### config.mk
export PLATFORM = sky130hd
export DESIGN_NAME = vga_scan_out_flat
export DESIGN_NICKNAME = d
export VERILOG_FILES = /design/src/rtl/vga_timing_pkg.sv /design/src/rtl/vga_scan_out_if.sv /design/src/rtl/vga_axis_counter.sv /design/src/rtl/vga_scan_out.sv /design/src/flat_wrapper.sv
export SDC_FILE = /design/constraint.sdc
export NUM_CORES = 1
export LEC_CHECK = 0
export ABC_AREA = 1
export CORE_MARGIN = 5
export CORE_UTILIZATION = 38
export CTS_CLUSTER_DIAMETER = 120
export DETAILED_ROUTE_END_ITERATION = 12
export PLACE_DENSITY = 0.63
export REMOVE_ABC_BUFFERS = 1
export SLEW_MARGIN = 40
export SYNTH_ARGS = -nofsm -noshare
export SYNTH_HDL_FRONTEND = slang
export SYNTH_SLANG_ARGS = --single-unit
### constraint.sdc
create_clock -name clk -period 2.06 [get_ports clk]
set_input_delay 0.412 -clock clk [delete_from_list [all_inputs] [get_ports clk]]
set_output_delay 0.412 -clock clk [all_outputs]
set_load 0.05 [all_outputs]
### src/rtl/vga_timing_pkg.sv
// Timing constants and helpers shared by the VGA scan-out block.
//   DEF_*            : 640x480@60 default timing (pixels / lines)
//   R/G/B_MSB/LSB    : RGB565 field positions inside a FIFO element
//   axis_total()     : sum of the four phases of one axis
//   h_total/v_total  : totals for the default timing
//   cnt_width()      : counter width able to hold 0..total-1
package vga_timing_pkg;

  localparam int DEF_H_VISIBLE = 640;
  localparam int DEF_H_FRONT   = 16;
  localparam int DEF_H_SYNC    = 96;
  localparam int DEF_H_BACK    = 48;
  localparam int DEF_V_VISIBLE = 480;
  localparam int DEF_V_FRONT   = 10;
  localparam int DEF_V_SYNC    = 2;
  localparam int DEF_V_BACK    = 33;

  localparam int R_MSB = 15;
  localparam int R_LSB = 11;
  localparam int G_MSB = 10;
  localparam int G_LSB = 5;
  localparam int B_MSB = 4;
  localparam int B_LSB = 0;

  function automatic int axis_total(input int vis, input int fp, input int sw, input int bp);
    return vis + fp + sw + bp;
  endfunction

  function automatic int h_total();
    return axis_total(DEF_H_VISIBLE, DEF_H_FRONT, DEF_H_SYNC, DEF_H_BACK);
  endfunction

  function automatic int v_total();
    return axis_total(DEF_V_VISIBLE, DEF_V_FRONT, DEF_V_SYNC, DEF_V_BACK);
  endfunction

  function automatic int cnt_width(input int total);
    return (total > 1) ? $clog2(total) : 1;
  endfunction

endpackage

### src/rtl/vga_scan_out_if.sv
// Pixel FIFO read interface between pixel_fifo and the scan-out block.
//   fifo_empty   : FIFO has no element
//   fifo_value   : head element (RGB565)
//   fifo_dequeue : pop the head element on this clk edge
// master = FIFO side, slave = consumer (vga_scan_out).
interface vga_scan_out_if #(
  parameter int ELEM_WIDTH = 16
);
  logic                  fifo_empty;
  logic [ELEM_WIDTH-1:0] fifo_value;
  logic                  fifo_dequeue;

  modport master (output fifo_empty, output fifo_value, input fifo_dequeue);
  modport slave  (input fifo_empty, input fifo_value, output fifo_dequeue);
endinterface

### src/rtl/vga_axis_counter.sv
// One scan axis (horizontal or vertical): position counter plus decodes.
//   clk, reset_n : clock, async active-low reset
//   advance      : step the counter this clk
//   count        : current position 0..TOTAL-1
//   active       : count is in the visible region
//   sync_level   : sync pin level for the current position
//   wrap         : count is the last position of the axis
module vga_axis_counter
  import vga_timing_pkg::*;
#(
  parameter int VISIBLE  = DEF_H_VISIBLE,
  parameter int FRONT    = DEF_H_FRONT,
  parameter int SYNC     = DEF_H_SYNC,
  parameter int BACK     = DEF_H_BACK,
  parameter bit SYNC_POL = 1'b0,
  parameter int CW       = cnt_width(axis_total(VISIBLE, FRONT, SYNC, BACK))
) (
  input  logic          clk,
  input  logic          reset_n,
  input  logic          advance,
  output logic [CW-1:0] count,
  output logic          active,
  output logic          sync_level,
  output logic          wrap
);

  localparam int TOTAL = axis_total(VISIBLE, FRONT, SYNC, BACK);
  localparam int CW1   = CW + 1;
  // One extra bit so region bounds equal to TOTAL still fit.
  localparam logic [CW1-1:0] VIS_END    = CW1'(VISIBLE);
  localparam logic [CW1-1:0] SYNC_START = CW1'(VISIBLE + FRONT);
  localparam logic [CW1-1:0] SYNC_END   = CW1'(VISIBLE + FRONT + SYNC);
  localparam logic [CW-1:0]  LAST       = CW'(TOTAL - 1);

  logic [CW-1:0]  count_q, count_d;
  logic [CW1-1:0] count_ext;

  assign count_ext  = {1'b0, count_q};
  assign count      = count_q;
  assign wrap       = (count_q == LAST);
  assign active     = (count_ext < VIS_END);
  assign sync_level = ((count_ext >= SYNC_START) && (count_ext < SYNC_END)) ? SYNC_POL : ~SYNC_POL;

  always_comb begin
    count_d = count_q;
    if (advance) count_d = wrap ? '0 : count_q + CW'(1);
  end

  always_ff @(posedge clk or negedge reset_n) begin
    if (!reset_n) count_q <= '0;
    else          count_q <= count_d;
  end

endmodule

### src/rtl/vga_scan_out.sv
// VGA display back end fed by pixel_fifo. Generates H/V timing, pops one
// RGB565 pixel per visible pixel clock and drives registered 5/6/5 colour,
// hsync and vsync. Flags a sticky underrun when a visible pixel finds the
// FIFO empty and pulses vblank_start when the visible area ends.
//   clk, reset_n     : system clock, async active-low reset
//   fifo             : pixel FIFO read port (slave side)
//   red/green/blue   : registered colour
//   hsync/vsync      : registered sync, aligned with colour
//   vblank_start     : one-clk pulse entering vertical blanking
//   underrun         : sticky empty-in-visible flag
//   clear_underrun   : clears underrun (a simultaneous set wins)
module vga_scan_out
  import vga_timing_pkg::*;
#(
  parameter int CLK_DIV    = 2,
  parameter int H_VISIBLE  = DEF_H_VISIBLE,
  parameter int H_FRONT    = DEF_H_FRONT,
  parameter int H_SYNC     = DEF_H_SYNC,
  parameter int H_BACK     = DEF_H_BACK,
  parameter int V_VISIBLE  = DEF_V_VISIBLE,
  parameter int V_FRONT    = DEF_V_FRONT,
  parameter int V_SYNC     = DEF_V_SYNC,
  parameter int V_BACK     = DEF_V_BACK,
  parameter bit SYNC_POL   = 1'b0,
  parameter int ELEM_WIDTH = 16
) (
  input  logic                 clk,
  input  logic                 reset_n,
  vga_scan_out_if.slave        fifo,
  output logic [4:0]           red,
  output logic [5:0]           green,
  output logic [4:0]           blue,
  output logic                 hsync,
  output logic                 vsync,
  output logic                 vblank_start,
  output logic                 underrun,
  input  logic                 clear_underrun
);

  localparam int DW  = cnt_width(CLK_DIV);
  localparam int HCW = cnt_width(axis_total(H_VISIBLE, H_FRONT, H_SYNC, H_BACK));
  localparam int VCW = cnt_width(axis_total(V_VISIBLE, V_FRONT, V_SYNC, V_BACK));

  logic [DW-1:0]         div_q, div_d;
  logic                  pixel_tick;
  logic [HCW-1:0]        h_count;
  logic [VCW-1:0]        v_count;
  logic                  h_active, v_active, h_sync, v_sync, h_wrap;
  logic                  v_wrap_unused;  // vertical counter rolls over on its own
  logic                  active;
  logic [ELEM_WIDTH-1:0] pix;

  logic [4:0] red_q, red_d;
  logic [5:0] green_q, green_d;
  logic [4:0] blue_q, blue_d;
  logic       hsync_q, hsync_d;
  logic       vsync_q, vsync_d;
  logic       vblank_q, vblank_d;
  logic       underrun_q, underrun_d;

  assign pixel_tick = (div_q == DW'(CLK_DIV - 1));
  assign div_d      = pixel_tick ? '0 : div_q + DW'(1);

  always_ff @(posedge clk or negedge reset_n) begin
    if (!reset_n) div_q <= '0;
    else          div_q <= div_d;
  end

  vga_axis_counter #(
    .VISIBLE(H_VISIBLE), .FRONT(H_FRONT), .SYNC(H_SYNC), .BACK(H_BACK),
    .SYNC_POL(SYNC_POL), .CW(HCW)
  ) u_h_axis (
    .clk(clk), .reset_n(reset_n), .advance(pixel_tick),
    .count(h_count), .active(h_active), .sync_level(h_sync), .wrap(h_wrap)
  );

  vga_axis_counter #(
    .VISIBLE(V_VISIBLE), .FRONT(V_FRONT), .SYNC(V_SYNC), .BACK(V_BACK),
    .SYNC_POL(SYNC_POL), .CW(VCW)
  ) u_v_axis (
    .clk(clk), .reset_n(reset_n), .advance(pixel_tick & h_wrap),
    .count(v_count), .active(v_active), .sync_level(v_sync), .wrap(v_wrap_unused)
  );

  assign active = h_active & v_active;
  assign pix    = fifo.fifo_value;

  // reset_n in the term keeps the pop low during reset even when CLK_DIV = 1
  // makes pixel_tick permanently high.
  assign fifo.fifo_dequeue = pixel_tick & active & ~fifo.fifo_empty & reset_n;

  always_comb begin
    red_d      = red_q;
    green_d    = green_q;
    blue_d     = blue_q;
    hsync_d    = hsync_q;
    vsync_d    = vsync_q;
    vblank_d   = 1'b0;
    underrun_d = underrun_q;
    if (clear_underrun) underrun_d = 1'b0;
    if (pixel_tick) begin
      hsync_d  = h_sync;
      vsync_d  = v_sync;
      // last pixel of the last visible line: counters move to h=0, v=V_VISIBLE
      vblank_d = h_wrap && (v_count == VCW'(V_VISIBLE - 1));
      if (active && !fifo.fifo_empty) begin
        red_d   = pix[R_MSB:R_LSB];
        green_d = pix[G_MSB:G_LSB];
        blue_d  = pix[B_MSB:B_LSB];
      end else begin
        red_d   = '0;
        green_d = '0;
        blue_d  = '0;
        if (active) underrun_d = 1'b1;
      end
    end
  end

  always_ff @(posedge clk or negedge reset_n) begin
    if (!reset_n) begin
      red_q      <= '0;
      green_q    <= '0;
      blue_q     <= '0;
      hsync_q    <= ~SYNC_POL;
      vsync_q    <= ~SYNC_POL;
      vblank_q   <= 1'b0;
      underrun_q <= 1'b0;
    end else begin
      red_q      <= red_d;
      green_q    <= green_d;
      blue_q     <= blue_d;
      hsync_q    <= hsync_d;
      vsync_q    <= vsync_d;
      vblank_q   <= vblank_d;
      underrun_q <= underrun_d;
    end
  end

  assign red          = red_q;
  assign green        = green_q;
  assign blue         = blue_q;
  assign hsync        = hsync_q;
  assign vsync        = vsync_q;
  assign vblank_start = vblank_q;
  assign underrun     = underrun_q;

endmodule
### src/flat_wrapper.sv
// flat-port wrapper written by rule: the top's interface ports become plain ports
module vga_scan_out_flat import vga_timing_pkg::*;
#(
  parameter int CLK_DIV    = 2,
  parameter int H_VISIBLE  = DEF_H_VISIBLE,
  parameter int H_FRONT    = DEF_H_FRONT,
  parameter int H_SYNC     = DEF_H_SYNC,
  parameter int H_BACK     = DEF_H_BACK,
  parameter int V_VISIBLE  = DEF_V_VISIBLE,
  parameter int V_FRONT    = DEF_V_FRONT,
  parameter int V_SYNC     = DEF_V_SYNC,
  parameter int V_BACK     = DEF_V_BACK,
  parameter bit SYNC_POL   = 1'b0,
  parameter int ELEM_WIDTH = 16
)
  (clk, reset_n, red, green, blue, hsync, vsync, vblank_start, underrun, clear_underrun, fifo_fifo_empty, fifo_fifo_value, fifo_fifo_dequeue);
  vga_scan_out_if #(.ELEM_WIDTH(ELEM_WIDTH)) fifo_i ();
  input  logic clk;
  input  logic reset_n;
  output logic [4:0] red;
  output logic [5:0] green;
  output logic [4:0] blue;
  output logic hsync;
  output logic vsync;
  output logic vblank_start;
  output logic underrun;
  input  logic clear_underrun;
  input wire logic [$bits(fifo_i.fifo_empty)-1:0] fifo_fifo_empty;
  input wire logic [$bits(fifo_i.fifo_value)-1:0] fifo_fifo_value;
  output wire logic [$bits(fifo_i.fifo_dequeue)-1:0] fifo_fifo_dequeue;
  assign fifo_i.fifo_empty = fifo_fifo_empty;
  assign fifo_i.fifo_value = fifo_fifo_value;
  assign fifo_fifo_dequeue = fifo_i.fifo_dequeue;
  vga_scan_out #(.CLK_DIV(CLK_DIV), .H_VISIBLE(H_VISIBLE), .H_FRONT(H_FRONT), .H_SYNC(H_SYNC), .H_BACK(H_BACK), .V_VISIBLE(V_VISIBLE), .V_FRONT(V_FRONT), .V_SYNC(V_SYNC), .V_BACK(V_BACK), .SYNC_POL(SYNC_POL), .ELEM_WIDTH(ELEM_WIDTH)) u_core (.clk(clk), .reset_n(reset_n), .fifo(fifo_i), .red(red), .green(green), .blue(blue), .hsync(hsync), .vsync(vsync), .vblank_start(vblank_start), .underrun(underrun), .clear_underrun(clear_underrun));
endmodule
# == Word level (Yosys, flattened, before mapping) ==
# Cells that the tools add are included.
# totals
register_bits,41
inputBits,20
word_cells,46
# classes
add_sub_neg,3
order_cmp,6
n_eq_ne,3
n_mux,13
bitwise_logic,6
reduce_logical,5
# op_table
op,n
$add A10 B1 Y10 const B,2
$eq A10 B10 Y1 const B,2
$lt A10 B10 Y1 const B,2
$lt A10 B9 Y1 const B,2
$mux W10,2
$eq A10 B9 Y1 const B,1
$ge A10 B10 Y1 const B,1
$ge A10 B9 Y1 const B,1
$mux W5,2
$mux W1,8
$mux W6,1
$and A1 B1 Y1,5
$logic_and A1 B1 Y1,4
$add A1 B1 Y1 const B,1
$logic_not A1 Y1,1
$not A1 Y1,1

# == Depth between registers and ports, before layout ==
# depth
word_depth,5
depth_mapped,9
depth_no_buf,8

# == Modules after synthesis ==
# A second synthesis with hierarchy kept.
# unflattened
cells_unflattened,264
area_unflattened_um2,2145.8
# by_module_without_submodules
module,n_inst,cells_per_inst,area_each_um2
vga_scan_out,1,99,899.6
vga_axis_counter (u_core.u_v_axis),1,85,640.6
vga_axis_counter (u_core.u_h_axis),1,80,605.6

# == Worst setup path after synthesis ==
# OpenSTA, ideal clock, no wires.
# synth_timing
path_kind,register to output
start,register u_core.div_q
end,output port fifo_fifo_dequeue
t_arrival_ns,2.293
t_required_ns,1.648
setup_slack_ns,-0.645
path_stages_with_launch,5
path_cell_list,dfrtp_1 > buf_4 > inv_1 > buf_2 > nor4_1
# synth_between
elab_chain_len,3
# synth_rtl
item,line,source
start: declaration,vga_scan_out.sv:44,"logic [DW-1:0] div_q, div_d;"
start signal: assignment,vga_scan_out.sv:66,else div_q <= div_d;
$and A1 B1 Y1 (3 in a row),vga_scan_out.sv:90,assign fifo.fifo_dequeue = pixel_tick & active & ~fifo.fifo_empty & reset_n;
end: declaration,flat_wrapper.sv:30,output wire logic [$bits(fifo_i.fifo_dequeue)-1:0] fifo_fifo_dequeue;
# Every way passes these cells.

# == Worst setup path in the final report ==
# layout_timing
start,"register u_core.u_h_axis.count_q[7], in the netlist u_core.u_h_axis.count[7]"
end,output port fifo_fifo_dequeue
# layout_between
elab_chain_len,5
# layout_rtl
item,line,source
start: declaration,vga_axis_counter.sv:35,"logic [CW-1:0] count_q, count_d;"
start signal: assignment,vga_axis_counter.sv:51,else count_q <= count_d;
$lt A10 B10 Y1,vga_axis_counter.sv:41,assign active = (count_ext < VIS_END);
$and A1 B1 Y1,vga_scan_out.sv:85,assign active = h_active & v_active;
$and A1 B1 Y1 (3 in a row),vga_scan_out.sv:90,
# Every way passes these cells.

==> flow_summary.yaml <==
synth:
  netlist_instances: 259
  synth_edf_count: 0
  yosysWarnings: 0
  syn_area_sq_um: 2110
  ys.flop_type: "dfrtp_1"
  yosysTopAreaCellShare: 0.463
  ys_types: 29
  ys_seq_area_frac: 0.488
  syn_avg_cell_area_sq_um: 8.14
  yosys-top-cells-area: "dfrtp_1, nand2_1, nand3_1"
  synthArstFlopShare: 1.00
  yosys.area.top_type: "dfrtp_1"
  ys_seq_elements: 41
power_and_ir_drop:
  fin_total_pwr_uw: 1530
  leakage_uw: 0.00131
  vdd_drop_max_uv: 254
  powerDensity_nw_per_um2: 576
placed_design:
  dp_hpwl_microns: 3300
  gp_congestion: 0.802
  placedInstanceArea_sq_um: 2560
  port_buffers: 40
  post-place-ws_ps: 141
global_routing:
  grt_use_met1: 0.183
  grt_busiest_layer: "met2"
  grt_pass1_vias: 1661
  grt_use_total: 0.130
  antenna_found_initial: 0
  grt_max_degree: 42
  met2_usage: 0.201
  use_met3: 0.0343
  grt_pass1_wl_microns: 7780
  gr-total-overflow: 0
final_layout:
  antennaDiodeCount: 0
  drive_gt1_frac: 0.103
  nets: 324
  final_core_utilization: 0.489
  postLayoutCellArea_sq_um: 2660
  fillers: 530
  final_common_cell: "nand2_1"
  layout_common_cells: "nand2_1, dfrtp_1, clkdlybuf4s50_1"
  area_delta_synth_final_pct: 26.0
cts:
  clock_tree.buffer_depth: 2
  htreeDepth: 2
  clk_pin_slew_ps: 80
  clk_latency_ps: 290
  clock-sinks: 41
  root_buffer: "clkbuf_8"
  postCtsHoldBufs: 0
  cts_tree: "built"
  postCtsSetupBuffers: 0
  cts_buffers: 5
worst_setup_path:
  cp.depth: 4
  r2r_cells: 8
  worstPathMaxFanout: 4
  cp.arrival_ps: 1580
  rrSetupSlack_ps: 550
  start_kind: "register"
  worstPathCellList: "o21ai_1 -> nand3_2 -> nor4_2 -> buf_12"
  r2r-end: "u_core.u_v_axis.count[4]"
  crit_buf_inv: 1
  crit_path_end_kind: "output pin"
  worstPathRequired_ps: 1650
  slowest_delay_ps: 440
  r2r_start: "u_core.u_h_axis.count[0]"
  path_class: "reg -> out"
  cp_slowest_cell: "dfrtp_1"
  critPathTopFamily: "flip-flops"
drt:
  drc: 0
  drt-pass1-iter-count: 4
  vias: 1820
  drtIter0Drc: 109
  routedWlPerCell_microns: 12.3
  avgViaCountPerCell: 4.88
  drt_wl_total_microns: 4600
  drtAntennaViolNets: 0
worst_hold_path:
  hp-class: "in -> async"
sta:
  fin_skew_ps: 2.23
  rsz0062_at_grt: "false"
  period_minus_slack_ps: 1990
  setup_violations: 0
  slew_viol_final: 0
  period_share: 0.967
  max_freq_ghz: 0.502
  hold_viol: 0
  worst_pin_slew_ps: 519
  maxSlewHeadroom: 0.653
  fin_ws_ps: 67.8
die:
  dieArea_sq_um: 7140
  start_util: 0.388
  design.core.area_sq_um: 5440
  die_x_microns: 84.5
  die_h_microns: 84.5
  io_pins: 41
  rows: 27
flow_run:
  max_cap_viol_count: 0
status:
  status: "completed"
## synth_stat cells (3+ instances only)
cell type,n
buf_2,4
o21ai_0,11
nor2_4,3
inv_2,3
inv_1,29
nand2_1,71
dfrtp_1,39
nor2_1,17
a21oi_1,3
nand4_1,9
xor2_1,5
nor3_1,8
nand3_1,33
ha_1,4
## power by group
part	internal [uW]	leakage [uW]	switching, uW
combinational	74.4	0.000738	111
sequential	821	0.000533	8.93
clock	234	0.0000439	280
total	1130	0.00131	400
## registers in the layout, summed over array words and instances, names as in the netlist
name	flops
u_core.blue	5
u_core.div_q	1
u_core.green	6
u_core.hsync	1
u_core.red	5
u_core.u_h_axis.count	10
u_core.u_v_axis.count	10
u_core.underrun	1
u_core.vblank_start	1
u_core.vsync	1
## layout make-up
type                       instances  area, sq um  share of cell area
inverter                          32          120              0.0452
clock inverter                     3         17.5             0.00659
clock buffer                       5         68.8              0.0259
sequential                        41         1030               0.387
timing repair buffer              44          430               0.162
tap                               72         90.1              0.0339
multi-input combinational        176          902               0.339
## cell families (layout without fill, tap and decap cells)
kind of cell | count (synthesis) | count (layout) | synth area share
simple gates | 150 | 150 | 0.339
buf+inv | 42 | 84 | 0.0878
fa+ha+maj | 4 | 4 | 0.0237
compound gates | 17 | 17 | 0.0409
flops | 41 | 41 | 0.488
xor+xnor | 5 | 5 | 0.0208
## routing by layer
layer  up-vias  routed length, microns
met5         -                       0
met4         0                      22
met3         4                     257
met2        48                    2040
met1       855                    2290
li1        913                       -
## what timing repair did
action	in CTS	in global routing
gates resized for setup	1	0
hold endpoints to repair	0	0
setup endpoints to repair	1	0
## worst register-to-register path: cells and delay by family, from the launching register on
kind	cells	cell delay (ps)
adder cells (fa/ha/maj)	1	180
AND/OR/NAND/NOR	5	670
flip-flops	1	380
buffers and inverters	1	120
AO/OA/AOI/OAI	1	60
## per-stage QoR
stage               setup TNS [ps]  hold slack [ps]  instances
finish                           0              189        373
global route                     0              248        373
CTS                              0              207        373
detailed placement               0              466        365
global placement                 0              461        365
floorplan                    -1130              116        249
## how the worst max path moves through the flow
stage | slack (ps) | end | from
detailed placement | 140 | fifo_fifo_dequeue | fifo_fifo_empty
global route | 0.6 | fifo_fifo_dequeue | u_core.u_v_axis.count[5]
finish | 70 | fifo_fifo_dequeue | u_core.u_h_axis.count[7]
global placement | 150 | fifo_fifo_dequeue | fifo_fifo_empty
floorplan | -1130 | fifo_fifo_dequeue | u_core.div_q
CTS | 60 | fifo_fifo_dequeue | u_core.u_h_axis.count[7]
Note: power is estimated with default switching activity, not from simulation.
